### config.mk
export PLATFORM = sky130hd
export DESIGN_NAME = instr_fetch_unit_flat
export DESIGN_NICKNAME = d
export VERILOG_FILES = /design/src/rtl/instr_fetch_unit_pkg.sv /design/src/rtl/instr_fetch_unit_if.sv /design/src/rtl/instr_fetch_unit_fifo.sv /design/src/rtl/instr_fetch_unit.sv /design/src/flat_wrapper.sv
export SDC_FILE = /design/constraint.sdc
export NUM_CORES = 1
export LEC_CHECK = 0
export ABC_AREA = 1
export CORE_MARGIN = 2
export CORE_UTILIZATION = 50
export DETAILED_ROUTE_END_ITERATION = 12
export PLACE_DENSITY = 0.9
export RECOVER_POWER = 100
export REMOVE_ABC_BUFFERS = 1
export SYNTH_ARGS = -nofsm -noshare
export SYNTH_HDL_FRONTEND = slang
export SYNTH_SLANG_ARGS = --single-unit
### constraint.sdc
create_clock -name clk -period 6.5 [get_ports clk]
set_clock_uncertainty 0.15 [all_clocks]
set_input_delay 1.95 -clock clk [delete_from_list [all_inputs] [get_ports clk]]
set_output_delay 1.95 -clock clk [all_outputs]
set_load 0.05 [all_outputs]
### src/rtl/instr_fetch_unit_pkg.sv
// Shared definitions for the instruction fetch unit: widths, fetch FSM
// encoding, FIFO entry layout and the decode-side no-op word.
package instr_fetch_unit_pkg;

  localparam int INSTR_W = 32;
  localparam int ADDR_W  = 32;

  // Decode treats an all-zero word as an R-format no-op.
  localparam logic [INSTR_W-1:0] NOP_WORD = 32'h0000_0000;

  typedef enum logic {
    FETCH_ISSUE = 1'b0,
    FETCH_WAIT  = 1'b1
  } fetch_state_e;

  // One buffered instruction together with the PC it was fetched from.
  typedef struct packed {
    logic [INSTR_W-1:0] instr;
    logic [ADDR_W-1:0]  pc;
  } fetch_entry_t;

  // Force a byte address onto a word boundary.
  function automatic logic [ADDR_W-1:0] align_word(input logic [ADDR_W-1:0] addr);
    return addr & ~ADDR_W'(3);
  endfunction

endpackage

### src/rtl/instr_fetch_unit_if.sv
// Fetch unit bus bundle: instruction-memory request/response, the
// valid/ready hand-off to decode and the redirect from execute.
// master = fetch unit, slave = memory/decode/execute side.
interface instr_fetch_unit_if;
  import instr_fetch_unit_pkg::*;

  logic               imem_req;
  logic [ADDR_W-1:0]  imem_addr;
  logic               imem_valid;
  logic [INSTR_W-1:0] imem_rdata;

  logic [INSTR_W-1:0] instr;
  logic [ADDR_W-1:0]  instr_pc;
  logic               instr_valid;
  logic               instr_ready;

  logic               redirect;
  logic [ADDR_W-1:0]  redirect_pc;

  modport master (
    output imem_req, imem_addr,
    input  imem_valid, imem_rdata,
    output instr, instr_pc, instr_valid,
    input  instr_ready,
    input  redirect, redirect_pc
  );

  modport slave (
    input  imem_req, imem_addr,
    output imem_valid, imem_rdata,
    input  instr, instr_pc, instr_valid,
    output instr_ready,
    output redirect, redirect_pc
  );

endinterface

### src/rtl/instr_fetch_unit_fifo.sv
// instr_fifo: parameterised synchronous FIFO with flush. Pointers carry one
// extra wrap bit so full and empty are distinguishable without a counter.
// Push while full is accepted only when a pop happens in the same cycle.
module instr_fifo #(
  parameter  int DATA_W = 64,
  parameter  int DEPTH  = 2,
  localparam int AW     = $clog2(DEPTH)
) (
  input  logic              clk,
  input  logic              reset,
  input  logic              push_i,
  input  logic [DATA_W-1:0] wdata_i,
  input  logic              pop_i,
  input  logic              flush_i,
  output logic [DATA_W-1:0] rdata_o,
  output logic              full_o,
  output logic              empty_o,
  output logic [AW:0]       count_o
);

  logic [AW:0]       wr_ptr_q;
  logic [AW:0]       rd_ptr_q;
  logic [DATA_W-1:0] mem_q [DEPTH];
  logic              do_push;
  logic              do_pop;

  assign full_o  = (wr_ptr_q[AW] != rd_ptr_q[AW]) &&
                   (wr_ptr_q[AW-1:0] == rd_ptr_q[AW-1:0]);
  assign empty_o = (wr_ptr_q == rd_ptr_q);
  assign count_o = wr_ptr_q - rd_ptr_q;

  assign do_pop  = pop_i && !empty_o;
  assign do_push = push_i && (!full_o || do_pop);

  assign rdata_o = mem_q[rd_ptr_q[AW-1:0]];

  // Pointer update; flush empties the buffer regardless of push/pop.
  // NOTE: sequential state uses non-blocking assignments so every register
  // samples pre-edge values, independent of statement order.
  always_ff @(posedge clk) begin
    if (reset || flush_i) begin
      wr_ptr_q <= '0;
      rd_ptr_q <= '0;
    end else begin
      if (do_push) wr_ptr_q <= wr_ptr_q + (AW+1)'(1);
      if (do_pop)  rd_ptr_q <= rd_ptr_q + (AW+1)'(1);
    end
  end

  // Storage write.
  // NOTE: the storage array is deliberately not reset; the pointers define
  // which entries are meaningful, and consumers mask the head when empty.
  always_ff @(posedge clk) begin
    if (do_push && !flush_i) mem_q[wr_ptr_q[AW-1:0]] <= wdata_i;
  end

endmodule

### src/rtl/instr_fetch_unit.sv
// instr_fetch_unit: owns the PC, issues single-outstanding word reads to
// instruction memory, buffers returned words in instr_fifo and hands them to
// decode over valid/ready. Redirects flush the buffer and retarget the PC;
// a response to a request made before a redirect is discarded.
// Optional build macro FETCH_PERF_CNT_EN adds saturating stall/redirect
// counter outputs.
module instr_fetch_unit
  import instr_fetch_unit_pkg::*;
#(
  parameter logic [ADDR_W-1:0] RESET_PC   = 32'h0000_0000,
  parameter int                FIFO_DEPTH = 2,
  parameter logic [ADDR_W-1:0] PC_STEP    = 32'd4
) (
  input  logic                clk,
  input  logic                reset,
  instr_fetch_unit_if.master  bus
`ifdef FETCH_PERF_CNT_EN
  ,
  output logic [31:0]         perf_stall_cnt,
  output logic [31:0]         perf_redirect_cnt
`endif
);

  localparam int CNT_W = $clog2(FIFO_DEPTH) + 1;

  fetch_state_e      state_q;
  logic [ADDR_W-1:0] fetch_pc_q;
  logic              drop_q;

  logic              fifo_full;
  logic              fifo_empty;
  logic [CNT_W-1:0]  fifo_count;
  logic              fifo_push;
  logic              fifo_pop;
  fetch_entry_t      push_entry;
  fetch_entry_t      head_entry;

  logic [CNT_W:0]    occupancy;
  logic              slot_free;
  logic              issue;
  logic [ADDR_W-1:0] target_pc;

  assign target_pc = align_word(bus.redirect_pc);

  // Occupancy counts the slot held back for an outstanding request, so a
  // response always has room when it returns.
  assign occupancy = {1'b0, fifo_count} + {{CNT_W{1'b0}}, (state_q == FETCH_WAIT)};
  assign slot_free = occupancy < (CNT_W+1)'(FIFO_DEPTH);

  assign issue     = !reset && (state_q == FETCH_ISSUE) && slot_free && !bus.redirect;
  assign fifo_push = (state_q == FETCH_WAIT) && bus.imem_valid && !drop_q && !bus.redirect;
  assign fifo_pop  = bus.instr_valid && bus.instr_ready;

  assign push_entry = '{instr: bus.imem_rdata, pc: fetch_pc_q};

  assign bus.imem_req    = issue;
  assign bus.imem_addr   = fetch_pc_q;
  assign bus.instr_valid = !fifo_empty;
  assign bus.instr       = fifo_empty ? NOP_WORD : head_entry.instr;
  assign bus.instr_pc    = fifo_empty ? '0 : head_entry.pc;

  // Fetch FSM: PC, request/response tracking and stale-response drop.
  always_ff @(posedge clk) begin
    if (reset) begin
      state_q    <= FETCH_ISSUE;
      fetch_pc_q <= align_word(RESET_PC);
      drop_q     <= 1'b0;
    end else if (bus.redirect) begin
      fetch_pc_q <= target_pc;
      if (state_q == FETCH_WAIT) begin
        if (bus.imem_valid) begin
          // The in-flight response lands now and is thrown away here.
          state_q <= FETCH_ISSUE;
          drop_q  <= 1'b0;
        end else begin
          drop_q  <= 1'b1;
        end
      end
    end else begin
      case (state_q)
        FETCH_ISSUE: begin
          if (issue) state_q <= FETCH_WAIT;
        end
        FETCH_WAIT: begin
          if (bus.imem_valid) begin
            state_q <= FETCH_ISSUE;
            drop_q  <= 1'b0;
            // A dropped response means fetch_pc already holds the target.
            if (!drop_q) fetch_pc_q <= fetch_pc_q + PC_STEP;
          end
        end
      endcase
    end
  end

  instr_fifo #(
    .DATA_W ($bits(fetch_entry_t)),
    .DEPTH  (FIFO_DEPTH)
  ) u_fifo (
    .clk     (clk),
    .reset   (reset),
    .push_i  (fifo_push),
    .wdata_i (push_entry),
    .pop_i   (fifo_pop),
    .flush_i (bus.redirect),
    .rdata_o (head_entry),
    .full_o  (fifo_full),
    .empty_o (fifo_empty),
    .count_o (fifo_count)
  );

  // The slot reservation guarantees a response never meets a full buffer.
  a_no_overflow: assert property (@(posedge clk) disable iff (reset)
    !(fifo_push && fifo_full && !fifo_pop));

`ifdef FETCH_PERF_CNT_EN
  logic [31:0] stall_cnt_q;
  logic [31:0] redirect_cnt_q;

  // Saturating event counters: decode starved, and redirects taken.
  always_ff @(posedge clk) begin
    if (reset) begin
      stall_cnt_q    <= '0;
      redirect_cnt_q <= '0;
    end else begin
      if (!bus.instr_valid && bus.instr_ready && (stall_cnt_q != '1))
        stall_cnt_q <= stall_cnt_q + 32'd1;
      if (bus.redirect && (redirect_cnt_q != '1))
        redirect_cnt_q <= redirect_cnt_q + 32'd1;
    end
  end

  assign perf_stall_cnt    = stall_cnt_q;
  assign perf_redirect_cnt = redirect_cnt_q;
`endif

endmodule

### src/flat_wrapper.sv
// flat-port wrapper written by rule: the top's interface ports become plain ports
module instr_fetch_unit_flat import instr_fetch_unit_pkg::*;
#(
  parameter logic [ADDR_W-1:0] RESET_PC   = 32'h0000_0000,
  parameter int                FIFO_DEPTH = 2,
  parameter logic [ADDR_W-1:0] PC_STEP    = 32'd4
)
  (clk, reset, bus_imem_req, bus_imem_addr, bus_imem_valid, bus_imem_rdata, bus_instr, bus_instr_pc, bus_instr_valid, bus_instr_ready, bus_redirect, bus_redirect_pc);
  instr_fetch_unit_if bus_i ();
  input  logic clk;
  input  logic reset;
  output wire logic [$bits(bus_i.imem_req)-1:0] bus_imem_req;
  output wire logic [$bits(bus_i.imem_addr)-1:0] bus_imem_addr;
  input wire logic [$bits(bus_i.imem_valid)-1:0] bus_imem_valid;
  input wire logic [$bits(bus_i.imem_rdata)-1:0] bus_imem_rdata;
  output wire logic [$bits(bus_i.instr)-1:0] bus_instr;
  output wire logic [$bits(bus_i.instr_pc)-1:0] bus_instr_pc;
  output wire logic [$bits(bus_i.instr_valid)-1:0] bus_instr_valid;
  input wire logic [$bits(bus_i.instr_ready)-1:0] bus_instr_ready;
  input wire logic [$bits(bus_i.redirect)-1:0] bus_redirect;
  input wire logic [$bits(bus_i.redirect_pc)-1:0] bus_redirect_pc;
  assign bus_imem_req = bus_i.imem_req;
  assign bus_imem_addr = bus_i.imem_addr;
  assign bus_i.imem_valid = bus_imem_valid;
  assign bus_i.imem_rdata = bus_imem_rdata;
  assign bus_instr = bus_i.instr;
  assign bus_instr_pc = bus_i.instr_pc;
  assign bus_instr_valid = bus_i.instr_valid;
  assign bus_i.instr_ready = bus_instr_ready;
  assign bus_i.redirect = bus_redirect;
  assign bus_i.redirect_pc = bus_redirect_pc;
  instr_fetch_unit #(.RESET_PC(RESET_PC), .FIFO_DEPTH(FIFO_DEPTH), .PC_STEP(PC_STEP)) u_core (.clk(clk), .reset(reset), .bus(bus_i));
endmodule
Word level (Yosys, flattened, before mapping). Memory sizes are Yosys's and may differ from the RTL's. A register that Yosys moved wholly into a read port is not among the register bits. Cells that the tools add are included.

Register bits after elaboration: 38. Memory bits (writable): 128. Output and inout bits: 98. Logic and storage cells: 62. Memories kept: 1.

Memory list: u_core.u_fifo.mem_q (words 2, width 64, rd ports 1, clocked after Yosys merged registers in 1, write ports 1, RTL line instr_fetch_unit_fifo.sv:23) `logic [DATA_W-1:0] mem_q [DEPTH];`.

Add/sub/neg operators: 5. Magnitude comparators: 1. Equal/unequal tests: 4. Mux-type cells: 19. Bitwise logic cells: 2. Reduce and logical (&&, ||, !) cells: 24.

Operator list (number): 2-to-1 mux 32 bit (6); adder 32 x 3 -> 32 bit, second input constant (1); 2-to-1 mux 1 bit (12); logical AND 1 bit (11); AND reduction 3 bit (2); logical NOT 1 bit (5); adder 2 x 1 -> 2 bit, second input constant (2); nonzero test 2 bit (2); adder 2 x 1 -> 3 bit (1); less-than comparator 3 x 2 -> 1 bit, second input constant (1); == test 2 bit (1); logical OR 1 bit (2); != test 2 bit, second input constant (1); inverter 1 bit (2); one-hot mux 1 bit (2 select lines) (1); AND reduction 2 bit (1); OR reduction 2 bit (1); subtractor 2 bit (1); == test 1 bit (1); != test 1 bit (1).

Logic depth before layout (Yosys ltp).
Word-level depth: 9. Mapped depth: 10. Gate-level depth less buffers: 10.

By module. From an unflattened synthesis, not the netlist that was laid out.

Cell total of the unflattened synthesis: 733. Area, all modules: 7686.1 um2.

By module, submodules not included: instr_fifo (instances 1, cells an instance 241, area an instance 4937.2 um2, sequential area each 3943.8 um2); instr_fetch_unit (instances 1, cells an instance 492, area an instance 2748.9 um2, sequential area each 640.6 um2).

Worst setup path after synthesis. Ideal clock, no wire load.

Kind: input -> register. Start point: in bus_imem_valid. End point: mem u_core.u_fifo.mem_q[0][10] (enable). Data arrival time: 5.043 ns. Setup slack: 0.825 ns. Cell stages on the path: 6. Buffers on the path: 0. Path through: nand2_2 > nor2_8 > inv_4 > nor2_8 > nand2_2 > nor2_1.

Word-level cells in the longest chain between the ends: 7.

Ends and longest elaborated chain: start: declaration (RTL line flat_wrapper.sv:14) `input wire logic [$bits(bus_i.imem_valid)-1:0] bus_imem_valid;`; logical AND 1 bit (3 in a row) (RTL line instr_fetch_unit.sv:51) `assign fifo_push = (state_q == FETCH_WAIT) && bus.imem_valid && !drop_q && !bus.redirect;`; logical AND 1 bit (RTL line instr_fetch_unit_fifo.sv:33) `assign do_push = push_i && (!full_o || do_pop);`; logical AND 1 bit (RTL line instr_fetch_unit_fifo.sv:54) `if (do_push && !flush_i) mem_q[wr_ptr_q[AW-1:0]] <= wdata_i;`; 2-to-1 mux 1 bit (RTL line instr_fetch_unit_fifo.sv:54); 2-to-1 mux 1 bit (implied by the code) (RTL line instr_fetch_unit_fifo.sv:54); end: declaration (RTL line instr_fetch_unit_fifo.sv:23).

No other way between the ends.

Final worst setup path.
Start point: in bus_redirect. End point: mem u_core.u_fifo.mem_q[0][20] (enable).

Word-level cells in the longest chain between the ends: 6.

Ends and longest elaborated chain: start: declaration (RTL line flat_wrapper.sv:20) `input wire logic [$bits(bus_i.redirect)-1:0] bus_redirect;`; logical NOT 1 bit (*) (RTL line instr_fetch_unit_fifo.sv:54, instr_fetch_unit.sv:51); logical AND 1 bit (RTL line instr_fetch_unit.sv:51); logical AND 1 bit (RTL line instr_fetch_unit_fifo.sv:33); logical AND 1 bit (*) (RTL line instr_fetch_unit_fifo.sv:54); 2-to-1 mux 1 bit (*) (RTL line instr_fetch_unit_fifo.sv:54); 2-to-1 mux 1 bit (implied by the code) (*) (RTL line instr_fetch_unit_fifo.sv:54).

Mark *: on every way between the ends. The rest lies on a longest branch, timed or not.

==> impl_results.md <==
* Outcome: finished with violations
* Failing checks: max-capacitance violations, max-slew violations
* Final setup viols at 0
* CORE AREA at around 15,000 um2
* VDD IR-drop max at ~0.00017 V
* DRC viols at 0
* Largest family of logic cells by synthesized area: simple AND/OR/NAND/NOR gates
* Sink Count at about 160
* Vias in the first global route at approximately 5.4k
* CTS Hold Buffers Added at 0
* Finished Core Util at about two thirds
* Peak Freq at 179 MHz
* Synth Area in XOR/XNOR at 1.05%
* Detailed-route via count at roughly 5.5k
* Gp weighted congestion at between 0.8 and 0.9
* Hold Crit Class: reg -> reg
* Antenna-violating nets left at 0
* Post-CTS Setup Inserts at 0
* Final hold slack at approximately 0.35 ns
* Fraction of the mapped netlist area in simple logic gates at roughly a fifth
* CP Max Fanout at 47
* First-pass GRT wire length at between 20,000 and 30,000 um
* Initial core utilization at about 51%
* CTS Buf Count at 17
* CTS Root Cell: clkbuf_16
* Synth cell types at 34
* Area leader, netlist: edfxtp_1
* Async SR Flop Fraction at 0%
* Post-place instance area at 9310 um2
* Post-route cell area at slightly below 10,000 um2
* Sequential area share after synthesis at roughly three fifths
* Final net count at 974
* EDFF count, synth at 124
* Initial antenna violation count at 0
* Multi-input gate area at ~2600 um2
* #FFs+latches synth at around 160
* Area contributors post-synth: edfxtp_1 49%, dfxtp_1 9.8%, nand2_1 9.6%
* Unrepaired setup endpoints after global routing: no
* Rows at 44
* HPWL after detailed placement at between 10,000 and 15,000 um
* Die area at around 16,000 um2
* Largest net degree at the start of global routing at 65
* Most common cell in the netlist: nand2_1
* Clk pin slew, worst setup/hold paths at 0.06 ns
* Max Cap Violations at 4
* CTS tree: yes
* Via density at 5.04
* Die H at about 130 um
* Slew @ Worst Pin at approximately 1.8 ns
* Most instantiated cells after synthesis: 192 x nand2_1, 124 x edfxtp_1, 94 x inv_1
* Yosys top cell area share at between 40% and 50%
* DR WL/cell at between 15 and 20 um
* Predominant post-synthesis flop cell: edfxtp_1
* Max-slew headroom at -22.3%
* Skew-Pair Late Insertion Delay at between 0.4 and 0.5 ns
* WP data required at around 6.4 ns
* Mapped cell area at 7540 um2
* PwrDens at about 230 nW/um2
* Die width at between 100 and 150 um
* Slew Viols, Final at 168
* I/O pin count at 167
* IO buf count at 160
* Clock H-tree levels at 4
* Crit path launch type: primary input
* WL final at between 15,000 and 20,000 um
* Syn Area/Cell at 10.1 um2
* Global Route Usage Sum at between 20% and 30%
* Minimum clock period at approximately 5.6 ns
* Total gr overflow at 0
* Static Leak at just over 4 nW
* Storage element area at approximately 4500 um2
* Final hold vios at 0
* CP Class: in -> reg
* Share of post-route cells with drive strength above 1 at between 10 and 15%
* Layout Cells excl Fill at roughly 1.1k
* Fill cells at 1,111
* DRT Pass-1 Iters at 7
* Setup TNS Final at 0 ns
* Yosys warns at 0
* Synth Area in Compound Gates at around 4.6%
* Gate Count Post-Synth at ~740
* Starting DRT DRC Count at roughly 430
* Post-Synth Adder-Cell Area at 0.332%
* Multiplexer share of the synthesized area at ~9%
* Critical path arrival at 5.54 ns
* CP Capture Type: flop
* Max Buffers Root-to-Sink at 2
* Synth-to-layout area growth at 30.2%
* Crit share post-route at between 80% and 90%
* Antenna Cells at 0
* Placed Cells at 1,068
* Post_cts resized at 0
-- through the flow --
stage               power, W  setup WS (ns)
global route         0.00236          0.670
finish               0.00228          0.898
floorplan            0.00128          0.750
detailed placement   0.00137           1.31
CTS                  0.00231           1.25
global placement     0.00137           1.29
-- placed cells by master (no fill, tap or decap), drive strengths merged, types with 9 or more instances in the layout --
cell           instances
nand3                 29
clkdlybuf4s50         34
edfxtp               124
inv                  101
dlygate4sd3          125
mux2                  62
a21oi                 28
nor2                  79
a31oi                  9
clkbuf                24
dfxtp                 37
nand2                204
o21ai                 17
-- per-layer routing --
layer,wire length (um),share of wire (%),GRT usage [%]
met4,284,1.7,7.11
met1,7160,42,26.6
met5,0,0,0
met2,8450,50,37.0
met3,1030,6.1,4.72
-- cell families after synthesis --
group,count (synthesis)
xor gates and xnor gates,9
adders and majority gates,2
AOI/OAI and AO/OA,60
DFF,161
muxes,62
and+or+nand+nor,320
buffers and inverters,129
other,1
-- power by group --
part | switching [W] | internal, W | total (W)
clock | 0.000382 | 0.000558 | 0.000940
combinational | 0.000116 | 0.0000735 | 0.000190
sequential | 0.0000278 | 0.00113 | 0.00115
-- worst max-delay path, stage by stage --
cell	delay (ns)
dlygate4sd3_1	0.57
clkbuf_1	0.58
nor2_8	0.46
nand2_1	0.18
nor2_1	1.38
buf_12	0.37
-- state kept, by name (all words and copies together), names as in the netlist, named ones only --
signal and cells:
u_core.u_fifo.rd_ptr_q 2, u_core.bus.imem_addr 30, u_core.u_fifo.wr_ptr_q 2, u_core.drop_q 1, u_core.u_fifo.mem_q 124, u_core.state_q 1
-- worst paths after layout --
kind	start	end	slack (ns)	cells past startpoint
worst max register to register	u_core.state_q$_SDFF_PP0_	u_core.u_fifo.mem_q[0][20]$_DFFE_PP_	3.00	7
worst max-delay path	bus_redirect	u_core.u_fifo.mem_q[0][20]$_DFFE_PP_	0.90	6
worst min-delay path	u_core.u_fifo.rd_ptr_q[1]$_SDFFE_PP0P_	u_core.u_fifo.rd_ptr_q[1]$_SDFFE_PP0P_	0.35	2
worst min register to register	u_core.u_fifo.rd_ptr_q[1]$_SDFFE_PP0P_	u_core.u_fifo.rd_ptr_q[1]$_SDFFE_PP0P_	0.35	2
-- cell type report --
| cell class | count | share of cell area (%) |
|---|---|---|
| Sequential cell | 161 | 45.5 |
| Clock inverter | 12 | 1.21 |
| Timing Repair Buffer | 165 | 16.6 |
| Tap cell | 184 | 2.34 |
| Multi-Input combinational cell | 457 | 26.0 |
| Clock buffer | 19 | 4.41 |
| Inverter | 101 | 3.89 |
Note: power is estimated with default switching activity, not from simulation.
